==> config.mk <==
export PLATFORM = sky130hd
export DESIGN_NAME = pc_sequencer
export DESIGN_NICKNAME = d
export VERILOG_FILES = /design/src/rtl/mips_pkg.sv /design/src/rtl/next_pc_calc.sv /design/src/rtl/pc_sequencer.sv
export SDC_FILE = /design/constraint.sdc
export NUM_CORES = 1
export LEC_CHECK = 0
export CORE_MARGIN = 1.5
export CORE_UTILIZATION = 42
export DETAILED_ROUTE_END_ITERATION = 12
export GPL_ROUTABILITY_DRIVEN = 1
export GPL_TIMING_DRIVEN = 0
export PLACE_DENSITY_LB_ADDON = 0.2
export SLEW_MARGIN = 20
export SYNTH_ARGS = -nofsm -noshare
export SYNTH_HDL_FRONTEND = slang
export SYNTH_SLANG_ARGS = --single-unit
==> constraint.sdc <==
create_clock -name clk -period 3.5 [get_ports clk]
set_clock_uncertainty 0.1 [all_clocks]
set_input_delay 0.525 -clock clk [delete_from_list [all_inputs] [get_ports clk]]
set_output_delay 0.525 -clock clk [all_outputs]
set_load 0.05 [all_outputs]
==> src/rtl/mips_pkg.sv <==
// Shared types and constants for the PC/fetch sequencer and its next-PC datapath.
package mips_pkg;

  typedef enum logic [1:0] {
    S_IDLE  = 2'd0,
    S_FETCH = 2'd1,
    S_WAIT  = 2'd2
  } state_e;

  localparam logic [31:0] PC_INCR          = 32'd4;
  localparam logic [31:0] DEFAULT_RESET_PC = 32'h0000_0000;

endpackage

==> src/rtl/next_pc_calc.sv <==
// Combinational next-PC selection: jump over taken branch over sequential.
module next_pc_calc (
  input  logic [31:0] pc_plus4,
  input  logic        pc_src,
  input  logic        jump,
  input  logic [15:0] branch_imm,
  input  logic [25:0] jump_index,
  output logic [31:0] next_pc
);

  logic [31:0] branch_off;
  logic [31:0] jump_target;

  // Branch offset is in words; sign-extend then scale to bytes.
  assign branch_off  = {{14{branch_imm[15]}}, branch_imm, 2'b00};
  assign jump_target = {pc_plus4[31:28], jump_index, 2'b00};

  always_comb begin
    next_pc = pc_plus4;
    if (jump) begin
      next_pc = jump_target;
    end else if (pc_src) begin
      next_pc = pc_plus4 + branch_off;
    end
  end

endmodule

==> src/rtl/pc_sequencer.sv <==
// Non-speculative PC owner and single-outstanding fetch issuer.
// Optional PC_BRANCH_STATS_EN adds saturating taken-branch and jump counters.
module pc_sequencer
  import mips_pkg::*;
#(
  parameter logic [31:0] RESET_PC = DEFAULT_RESET_PC
) (
  input  logic        clk,
  input  logic        reset,
  input  logic        stall,
  output logic        fetch_valid,
  input  logic        fetch_ready,
  output logic [31:0] fetch_addr,
  output logic [31:0] pc,
  output logic [31:0] pc_plus4,
  input  logic        resolve_valid,
  input  logic        pc_src,
  input  logic        jump,
  input  logic [15:0] branch_imm,
`ifdef PC_BRANCH_STATS_EN
  input  logic [25:0] jump_index,
  output logic [15:0] br_taken_cnt,
  output logic [15:0] jump_cnt
`else
  input  logic [25:0] jump_index
`endif
);

  state_e      state_q, state_d;
  logic [31:0] pc_q, pc_d;
  logic [31:0] next_pc;
  logic        resolve_fire;

  assign pc         = pc_q;
  assign pc_plus4   = pc_q + PC_INCR;
  assign fetch_addr = pc_q;

  next_pc_calc u_next_pc (
    .pc_plus4   (pc_plus4),
    .pc_src     (pc_src),
    .jump       (jump),
    .branch_imm (branch_imm),
    .jump_index (jump_index),
    .next_pc    (next_pc)
  );

  always_comb begin
    state_d      = state_q;
    pc_d         = pc_q;
    fetch_valid  = 1'b0;
    resolve_fire = 1'b0;
    case (state_q)
      S_IDLE: begin
        if (!stall) state_d = S_FETCH;
      end
      // A raised request stays up until accepted, regardless of stall.
      S_FETCH: begin
        fetch_valid = 1'b1;
        if (fetch_ready) state_d = S_WAIT;
      end
      S_WAIT: begin
        if (resolve_valid) begin
          resolve_fire = 1'b1;
          pc_d         = next_pc;
          state_d      = stall ? S_IDLE : S_FETCH;
        end
      end
      default: state_d = S_IDLE;
    endcase
  end

  always_ff @(posedge clk) begin
    if (reset) begin
      state_q <= S_IDLE;
      pc_q    <= RESET_PC;
    end else begin
      state_q <= state_d;
      pc_q    <= pc_d;
    end
  end

`ifdef PC_BRANCH_STATS_EN
  logic [15:0] br_cnt_q, br_cnt_d;
  logic [15:0] jmp_cnt_q, jmp_cnt_d;

  assign br_taken_cnt = br_cnt_q;
  assign jump_cnt     = jmp_cnt_q;

  always_comb begin
    br_cnt_d  = br_cnt_q;
    jmp_cnt_d = jmp_cnt_q;
    if (resolve_fire) begin
      if (jump) begin
        if (jmp_cnt_q != 16'hFFFF) jmp_cnt_d = jmp_cnt_q + 16'd1;
      end else if (pc_src) begin
        if (br_cnt_q != 16'hFFFF) br_cnt_d = br_cnt_q + 16'd1;
      end
    end
  end

  always_ff @(posedge clk) begin
    if (reset) begin
      br_cnt_q  <= 16'd0;
      jmp_cnt_q <= 16'd0;
    end else begin
      br_cnt_q  <= br_cnt_d;
      jmp_cnt_q <= jmp_cnt_d;
    end
  end
`endif

endmodule

==> results of run 1 <==
==> power breakdown <==
group / internal [mW] / switching (mW)
clock network: 0.252 / 0.158
registers: 0.363 / 0.0182
logic: 0.224 / 0.310
total: 0.838 / 0.486
==> flip-flops by register name, indices dropped and copies added, names as in the netlist <==
name        flops
fetch_addr     30
state_q         2
==> through the flow <==
stage | setup WS, ps | total power, mW | utilization
after floorplan | -382 | 0.688 | -
after global placement | -754 | 0.845 | 0.665
after detailed placement | -759 | 0.851 | 0.665
after CTS | -181 | 1.29 | 0.744
after global routing | -292 | 1.38 | 0.776
final | -146 | 1.32 | 0.776
==> synthesized netlist by cell type (6+ instances only) <==
cell and instances:
nor2_1 58, nand2_1 54, a21oi_1 47, buf_4 36, ha_1 36, dfxtp_1 32, xnor2_1 31, o21ai_0 27
xor2_1 20, clkbuf_1 17, inv_1 17, a211oi_1 16, nand3_1 16, a21o_1 14, nor3_1 13, nand4_1 11
o211ai_1 9, a31oi_1 7, nand2b_1 6
==> area by class of cell <==
type / instances / area (sq um)
Tap cell: 129 / 161
Timing Repair Buffer: 189 / 1790
Fill cell: 649 / 2070
Clock buffer: 7 / 96.3
Multi-Input combinational cell: 448 / 3970
Clock inverter: 1 / 30.0
Inverter: 17 / 63.8
Buffer: 54 / 355
Sequential cell: 32 / 708
==> cell usage in the layout (no fill, tap or decap), types with 9 or more instances in the layout <==
cell             synthesis  routed
a211oi_1                16      15
a21o_1                  14      14
a21oi_1                 47      39
buf_4                   36      79
clkbuf_1                17      16
clkdlybuf4s50_1          0     132
dfxtp_1                 32      10
dfxtp_4                  0      16
ha_1                    36      20
ha_4                     0      14
inv_1                   17      17
nand2_1                 54      47
nand4_1                 11      11
nor2_1                  58      48
nor3_1                  13       9
o211ai_1                 9       9
o21ai_0                 27      18
xnor2_1                 31      11
xnor2_4                  0      13
xor2_1                  20      13
==> worst reg2reg max path, stage by stage (launching register included) <==
cell and delay (ps):
dfxtp_4 380, nand4_1 200, nor3_4 240, buf_6 150
buf_6 110, nand4_1 210, xnor2_4 220, ha_4 300
nand2_4 70, a211oi_4 260, o31ai_4 110, a31oi_4 230
a21oi_4 100, or4_4 430, a41oi_4 210, xnor2_2 140
o21ai_1 80
==> cell families after synthesis <==
group / Yosys count / share of synthesized area
XOR/XNOR: 51 / 0.111
other: 1 / 0.000933
adder cells (fa/ha/maj): 37 / 0.117
multiplexers: 5 / 0.0124
AO/OA/AOI/OAI: 161 / 0.273
flip-flops: 32 / 0.159
AND/OR/NAND/NOR: 188 / 0.221
buffers and inverters: 72 / 0.105
==> layer usage <==
metal / vias to the layer above / GRT usage
met2: 290 / 0.563
met4: 0 / 0.111
li1: 2347 / -
met5: - / 0
met3: 50 / 0.0465
met1: 2429 / 0.397
==> how the worst min path moves through the flow <==
stage | cells past startpoint | to | startpoint | slack, ps
after floorplan | 2 | state_q[1]$_SDFFE_PP0P_ | state_q[1]$_SDFFE_PP0P_ | 420
after global placement | 2 | fetch_addr[18]$_SDFFE_PP0P_ | fetch_addr[18]$_SDFFE_PP0P_ | 370
after detailed placement | 2 | fetch_addr[18]$_SDFFE_PP0P_ | fetch_addr[18]$_SDFFE_PP0P_ | 390
after CTS | 2 | fetch_addr[18]$_SDFFE_PP0P_ | fetch_addr[18]$_SDFFE_PP0P_ | 400
after global routing | 2 | fetch_addr[18]$_SDFFE_PP0P_ | fetch_addr[18]$_SDFFE_PP0P_ | 410
final | 2 | fetch_addr[18]$_SDFFE_PP0P_ | fetch_addr[18]$_SDFFE_PP0P_ | 400
==> what timing repair did <==
item	in CTS	in global routing
buffers inserted	33	19
endpoints found under the setup margin	26	21
resized for setup	66	43
pin swaps	32	44
==> summary.json, run 1 <==
{
  "outcome": "finished, violations left",
  "violations": "negative setup slack",
  "cp_cell_sequence": "nand4_1 -> nor3_4 -> buf_6 -> buf_6 -> nand4_1 -> xnor2_4 -> ha_4 -> nand2_4 -> a211oi_4 -> o31ai_4 -> a31oi_4 -> a21oi_4 -> or4_4 -> a41oi_4 -> xnor2_2 -> o21ai_1",
  "area_of_the_placeable_core_sq_mm": 0.00924,
  "syn_inst": 547,
  "critPathMaxFanout": 4,
  "synth_top_area_frac": 0.159,
  "grt_start_max_net_pins": 22,
  "h-tree-depth": 2,
  "critical_path.n_buffers_inverters": 2,
  "timing_worst_setup_path_type": "reg -> reg",
  "topRoutingLayerUsed": "met4",
  "rsz0062_at_grt": "yes",
  "antenna_cells": 0,
  "layout_min_cycle_time_ps": 3650,
  "asr_flop_ratio_synth": 0,
  "max_slew.worst_pin.slew_ps": 733,
  "place_inst": 820,
  "synth.cell_area_sq_mm": 0.00402,
  "timing.final.max_slew_violations": 0,
  "drc_errors": 0,
  "wirelength_mm": 16.7,
  "drv.max_cap_violation_count": 0,
  "dieWidth_um": 101,
  "floorplan.initialDensity": 0.435,
  "first_global_vias": 4899,
  "setup_tns_ps": -464,
  "postSynth.topFlopCell": "dfxtp_1",
  "post_synth_edffs": 0,
  "critPathArrivalTime_ps": 3720,
  "routedLengthMet1_mm": 6.42,
  "setup_violations": 5,
  "power.ir.vdd_worst_v": 0.000201,
  "layout_setup_ws_ps": -146,
  "cts_sinks": 32,
  "numPortBuffers": 139,
  "power-per-cell-area_mw_per_mm2": 185,
  "crit_family": "simple AND/OR/NAND/NOR gates",
  "hold_buffers": 0,
  "rr_worst_depth": 16,
  "drt_pass1_iterations": 5,
  "syn_to_final_growth_pct": 78.3,
  "crit-reg2reg-capture": "fetch_addr[31]$_SDFFE_PP0P_",
  "die_height_um": 101,
  "fraction_of_final_layout_cells_sized_beyond_drive_strength_1": 0.313,
  "worst_reg2reg_path_startpoint": "fetch_addr[2]$_SDFFE_PP0P_",
  "whs_ps": 398,
  "number_of_nets_in_the_layout": 833,
  "synth.area.top_cells": "dfxtp_1 16%, ha_1 11%, xnor2_1 6.8%",
  "fin_cells": 877,
  "crit_slowest_cell": "or4_4",
  "synth_top_cell_by_area": "dfxtp_1",
  "cellLeakagePower_nw": 2.94,
  "root_buffer_selected_by_cts": "clkbuf_8",
  "die_area_sq_mm": 0.0102,
  "number_of_antenna_violations_at_the_first_check_in_global_routing": 0,
  "critPathLaunch": "fetch_addr[2]$_SDFFE_PP0P_",
  "min-delay-path-class": "reg -> reg",
  "timing.slew.headroom": 0.511,
  "route.detailed.wl_per_inst_um": 19.0,
  "placed_area_sq_mm": 0.00615,
  "cp_slowest_stage_delay_ps": 430,
  "place_hpwl_mm": 11.6,
  "grt_util_all_layers": 0.320,
  "routed-wl-met2_mm": 8.41,
  "met3_length_mm": 1.33,
  "post_synth_num_cell_types": 60,
  "rows": 35,
  "postSynthAreaPerCell_sq_um": 7.35,
  "r2r_setup_slack_ps": -150,
  "place_congestion": 0.864,
  "clock_latency_ps": 300,
  "detailroute.via_count": 5116,
  "cts_inserted_buffers": 5,
  "worst_setup_end_kind": "register",
  "grt_first_pass_wirelength_mm": 25.3,
  "antenna_left": 0,
  "report.final.hold_viol_count": 0,
  "ys_ff_latch": 32,
  "drt_iter0_markers": 374,
  "viasPerCell": 5.83,
  "grt_overflow_total": 0,
  "fin_area_sq_mm": 0.00717,
  "instance_count_on_the_critical_path": 16,
  "synthesis.yosys.warnings": 0,
  "worst_setup_path_start_kind": "register",
  "tritoncts": "yes",
  "clk_transition_reported_paths_ps": 80,
  "period_share": 1.04,
  "proportion_of_synthesized_chip_area_in_sequential_cells": 0.159,
  "ctsLongestPathBuffers": 2,
  "fmaxAchievable_mhz": 274,
  "worst-endpoint-required_ps": 3580,
  "io_pins": 146,
  "critical_path.endpoint": "fetch_addr[31]$_SDFFE_PP0P_"
}
(Power assumes the default switching activity.)
==> run 2: changes to the inputs <==
SETUP_SLACK_MARGIN = 0.4   (was not set)
==> summary.json, run 2 (synthesis results as in run 1) <==
{
  "outcome": "finished, violations left",
  "violations": "negative setup slack",
  "viasPerCell": 6.14,
  "power.ir.vdd_worst_v": 0.000131,
  "place_hpwl_mm": 11.6,
  "timing.final.max_slew_violations": 0,
  "grt_util_all_layers": 0.344,
  "place_congestion": 0.926,
  "layout.cells.most_common_list": "115 x clkdlybuf4s50_1, 91 x buf_4, 46 x nand2_1, 46 x nor2_1, 35 x a21oi_1",
  "rr_worst_depth": 16,
  "h-tree-depth": 2,
  "cp_slowest_stage_delay_ps": 390,
  "fin_area_sq_mm": 0.00769,
  "period_share": 1.07,
  "drt_pass1_iterations": 5,
  "drt_iter0_markers": 456,
  "min_delay_path_depth": 2,
  "number_of_nets_in_the_layout": 855,
  "cts_inserted_buffers": 5,
  "worst_setup_path_start_kind": "register",
  "grt_first_pass_wirelength_mm": 27.0,
  "fmaxAchievable_mhz": 266,
  "die_height_um": 101,
  "layout_setup_ws_ps": -261,
  "mostFrequentLayoutCell": "clkdlybuf4s50_1",
  "utilization": 0.832,
  "crit_slowest_cell": "dfxtp_4",
  "largest_reg_flops": 30,
  "root_buffer_selected_by_cts": "clkbuf_8",
  "cts_sinks": 32,
  "timing_worst_setup_path_type": "reg -> reg",
  "power-per-cell-area_mw_per_mm2": 173,
  "clock_latency_ps": 300,
  "report.power.total_mw": 1.33,
  "clk_transition_reported_paths_ps": 80,
  "setup_tns_ps": -1300,
  "antenna_cells": 0,
  "layout_min_cycle_time_ps": 3760,
  "dieWidth_um": 101,
  "cp_cell_sequence": "nand4_1 -> nor3_4 -> buf_6 -> nand2_8 -> xnor2_4 -> ha_4 -> a21o_1 -> a21o_1 -> a21o_1 -> a21o_2 -> a211oi_4 -> buf_4 -> xor2_1 -> nand2_1 -> o21ai_2 -> a311oi_1",
  "max_slew.worst_pin.slew_ps": 854,
  "worst_path_most_repeated_cell": "a21o_1",
  "min-delay-path-class": "reg -> reg",
  "rows": 35,
  "die_area_sq_mm": 0.0102,
  "fraction_of_final_layout_cells_sized_beyond_drive_strength_1": 0.394,
  "tritoncts": "yes",
  "area_of_the_placeable_core_sq_mm": 0.00924,
  "detailroute.via_count": 5523,
  "drc_errors": 0,
  "first_global_vias": 5244,
  "hold_buffers": 0,
  "grt_start_max_net_pins": 22,
  "cellLeakagePower_nw": 3.18,
  "route.detailed.wl_per_inst_um": 22.0,
  "numPortBuffers": 139,
  "setup_violations": 8,
  "wirelength_mm": 19.8,
  "timing.slew.headroom": 0.431,
  "placed_area_sq_mm": 0.00617,
  "syn_to_final_growth_pct": 91.3,
  "grt_overflow_total": 0,
  "io_pins": 146,
  "worst_setup_end_kind": "register",
  "floorplan.initialDensity": 0.435,
  "number_of_antenna_violations_at_the_first_check_in_global_routing": 0,
  "report.final.hold_viol_count": 0,
  "critPathArrivalTime_ps": 3820,
  "antenna_left": 0,
  "worst-endpoint-required_ps": 3560,
  "drv.max_cap_violation_count": 0,
  "critPathMaxFanout": 5,
  "ctsLongestPathBuffers": 2,
  "rsz0062_at_grt": "yes"
}
==> run 2: changes by cell type in the layout (fill, tap and decap cells not counted), moves of 6 or more <==
| cell | change |
|---|---|
| ha_4 | +9 |
| o21ai_0 | -6 |
| buf_6 | +9 |
| clkbuf_2 | +6 |
| ha_1 | -10 |
| buf_4 | +12 |
| clkdlybuf4s50_1 | -17 |
==> run 2: final timing paths <==
kind / to / slack (ps) / start
min reg2reg: fetch_addr[31]$_SDFFE_PP0P_ / 400 / fetch_addr[31]$_SDFFE_PP0P_
max: fetch_addr[20]$_SDFFE_PP0P_ / -260 / fetch_addr[3]$_SDFFE_PP0P_
min: fetch_addr[31]$_SDFFE_PP0P_ / 400 / fetch_addr[31]$_SDFFE_PP0P_
max reg2reg: fetch_addr[20]$_SDFFE_PP0P_ / -260 / fetch_addr[3]$_SDFFE_PP0P_
==> run 2: final cells by class <==
| type | count | area (sq um) |
|---|---|---|
| clock inverters | 1 | 5.00 |
| fillers | 525 | 1550 |
| flip-flops and latches | 32 | 708 |
| multi-input cells | 448 | 4340 |
| inverters | 17 | 63.8 |
| well taps | 129 | 161 |
| plain buffers | 55 | 363 |
| repair buffers | 210 | 1960 |
| clock buffers | 7 | 97.6 |
==> run 2: where the power goes <==
group	internal (mW)	switching, mW	total (mW)
combinational	0.250	0.350	0.600
sequential	0.363	0.0185	0.381
clock	0.183	0.164	0.346
==> run 2: timing repair <==
item,CTS,global route
endpoints found under the setup margin,41,39
pin swaps,60,59
resized for setup,144,99
buffers inserted,56,15
cloned,0,0
==> run 2: per-layer routing <==
| metal | GRT usage | up-vias | share of wire |
|---|---|---|---|
| met5 | 0 | - | 0 |
| met4 | 0.177 | 0 | 0.050 |
| met3 | 0.0534 | 100 | 0.088 |
| met2 | 0.595 | 418 | 0.49 |
| met1 | 0.413 | 2610 | 0.37 |
| li1 | - | 2395 | - |
==> run 2: critical path, delay by kind of cell, from the launching register on <==
family	cells	cell delay, ps
adder cells (fa/ha/maj)	1	270
buffers and inverters	2	330
XOR/XNOR	2	420
flip-flops	1	390
AO/OA/AOI/OAI	7	1400
AND/OR/NAND/NOR	4	690
==> run 2: per-stage QoR <==
stage                     hold WS (ps)  setup slack, ps  std cells
after floorplan                    422             -382        552
after global placement             373             -714        820
after detailed placement           387             -751        820
after CTS                          406            -53.4        884
after global routing               423             -366        899
final                              399             -261        899
==> run 3: changes to the inputs <==
CAP_MARGIN = 20   (was not set)
CORE_UTILIZATION = 40   (was 42)
CTS_CLUSTER_DIAMETER = 30   (was not set)
==> summary.json, run 3 (synthesis results as in run 1) <==
{
  "ctsLongestPathBuffers": 2,
  "violations": "negative setup slack",
  "worst_setup_path_start_kind": "register",
  "first_global_vias": 4813,
  "combined_flip_flop_and_latch_cell_area_sq_um": 708,
  "place_hpwl_mm": 11.5,
  "layout_setup_ws_ps": -254,
  "whs_ps": 403,
  "grt_first_pass_wirelength_mm": 24.2,
  "rows": 36,
  "combPwrFrac": 0.442,
  "drv.max_cap_violation_count": 0,
  "drc_errors": 0,
  "report.final.hold_viol_count": 0,
  "fmaxAchievable_mhz": 266,
  "root_buffer_selected_by_cts": "clkbuf_8",
  "min_to": "fetch_addr[18]$_SDFFE_PP0P_",
  "fraction_of_final_layout_cells_sized_beyond_drive_strength_1": 0.369,
  "drt_iter0_markers": 319,
  "power.share.sequential": 0.295,
  "tritoncts": "yes",
  "clock_latency_ps": 290,
  "cts_sinks": 32,
  "worst-endpoint-required_ps": 3610,
  "die_height_um": 103,
  "swShare": 0.392,
  "drt_pass1_iterations": 4,
  "rr_worst_depth": 18,
  "worst_setup_end_kind": "register",
  "grt_overflow_total": 0,
  "min-delay-path-class": "reg -> reg",
  "p_sw_uw": 508,
  "numPortBuffers": 139,
  "io_pins": 146,
  "syn_to_final_growth_pct": 86.2,
  "layout.cells.most_common_list": "116 x clkdlybuf4s50_1, 83 x buf_4, 48 x nor2_1, 46 x nand2_1, 34 x a21oi_1",
  "number_of_antenna_violations_at_the_first_check_in_global_routing": 0,
  "power.ir.vdd_worst_v": 0.000186,
  "viasPerCell": 5.83,
  "period_share": 1.07,
  "die_area_sq_mm": 0.0107,
  "p_int_uw": 787,
  "clk_transition_reported_paths_ps": 80,
  "antenna_left": 0,
  "worst_reg2reg_path_startpoint": "fetch_addr[3]$_SDFFE_PP0P_",
  "critPathLaunch": "fetch_addr[3]$_SDFFE_PP0P_",
  "cts_inserted_buffers": 5,
  "wirelength_mm": 18.2,
  "number_of_nets_in_the_layout": 846,
  "place_congestion": 0.931,
  "area_of_the_placeable_core_sq_mm": 0.00977,
  "nFillCells": 678,
  "antenna_cells": 0,
  "worst_hold_startpoint": "fetch_addr[18]$_SDFFE_PP0P_",
  "grt_start_max_net_pins": 22,
  "rsz0062_at_grt": "yes",
  "cellLeakagePower_nw": 3.08,
  "grt_util_all_layers": 0.297,
  "r2r_setup_slack_ps": -250,
  "setup_violations": 14,
  "power-per-cell-area_mw_per_mm2": 173,
  "timing_worst_setup_path_type": "reg -> reg",
  "outcome": "finished, violations left",
  "setup_tns_ps": -1980,
  "critPathArrivalTime_ps": 3870,
  "detailroute.via_count": 5210,
  "route.detailed.wl_per_inst_um": 20.4,
  "max_slew.worst_pin.slew_ps": 843,
  "timing.final.max_slew_violations": 0,
  "h-tree-depth": 2,
  "min_delay_path_depth": 2,
  "layout_min_cycle_time_ps": 3750,
  "power_frac_clock": 0.263,
  "largest_reg_flops": 30,
  "critPathMaxFanout": 4,
  "crit-reg2reg-capture": "fetch_addr[30]$_SDFFE_PP0P_",
  "mostFrequentLayoutCell": "clkdlybuf4s50_1",
  "timing.slew.headroom": 0.438,
  "floorplan.initialDensity": 0.411,
  "dieWidth_um": 103,
  "multiInputGateArea_sq_mm": 0.00421
}
-- run 3: power by group through the flow --
stage	clock network, mW	logic [mW]	registers (mW)
after global routing	0.348	0.600	0.384
final	0.340	0.572	0.382
after floorplan	0	0.280	0.410
after detailed placement	0	0.462	0.391
after global placement	0	0.456	0.390
after CTS	0.335	0.501	0.382
-- run 3: stage by stage --
step	std cells	cell area, sq um	total power, mW	setup WS, ps	util
detailed placement	824	6180	0.853	-778	0.632
global route	894	7490	1.33	-418	0.766
floorplan	552	4620	0.690	-382	-
finish	894	7490	1.29	-254	0.766
global placement	824	6170	0.846	-677	0.632
CTS	866	6920	1.22	-137	0.708
-- run 3: worst max-delay path by stage --
stage	endpoint	cells after the start	slack, ps
after floorplan	fetch_addr[31]$_SDFFE_PP0P_	16	-380
after global placement	fetch_addr[31]$_SDFFE_PP0P_	11	-680
after detailed placement	fetch_addr[31]$_SDFFE_PP0P_	11	-780
after CTS	fetch_addr[31]$_SDFFE_PP0P_	17	-140
after global routing	fetch_addr[30]$_SDFFE_PP0P_	17	-420
final	fetch_addr[30]$_SDFFE_PP0P_	18	-250
-- run 3: cell type report --
cell class              count  area share
flip-flops and latches     32      0.0946
repair buffers            201       0.251
clock buffers               7      0.0130
well taps                 133      0.0222
inverters                  17     0.00852
clock inverters             1    0.000668
multi-input cells         448       0.562
plain buffers              55      0.0485
-- run 3: metal layers --
layer	part of all wire	global-route usage	vias to the layer above
met3	0.084	0.0430	59
li1	-	-	2372
met4	0.035	0.109	0
met2	0.50	0.515	292
met1	0.38	0.376	2487
met5	0	0	-
-- run 3: critical path: stages, from the launching register on --
cell      delay, ps
dfxtp_4         380
buf_6           100
nand4_1         110
buf_6           160
nor3_4          170
buf_6           170
buf_6           100
nand4_1         190
xnor2_4         250
ha_4            240
a21o_1          160
a21o_1          170
a21oi_2         190
o21ai_1         130
a221oi_2        360
o41ai_2         160
mux2i_1         170
o21ai_1         120
a211oi_1        250
-- run 3: timing repair --
| action | CTS | global route |
|---|---|---|
| hold endpoints to repair | 0 | 0 |
| buffers inserted | 34 | 28 |
| hold buffers | 0 | 0 |
| setup endpoints to repair | 41 | 38 |
| resized for setup | 105 | 102 |
| pin swaps | 53 | 70 |
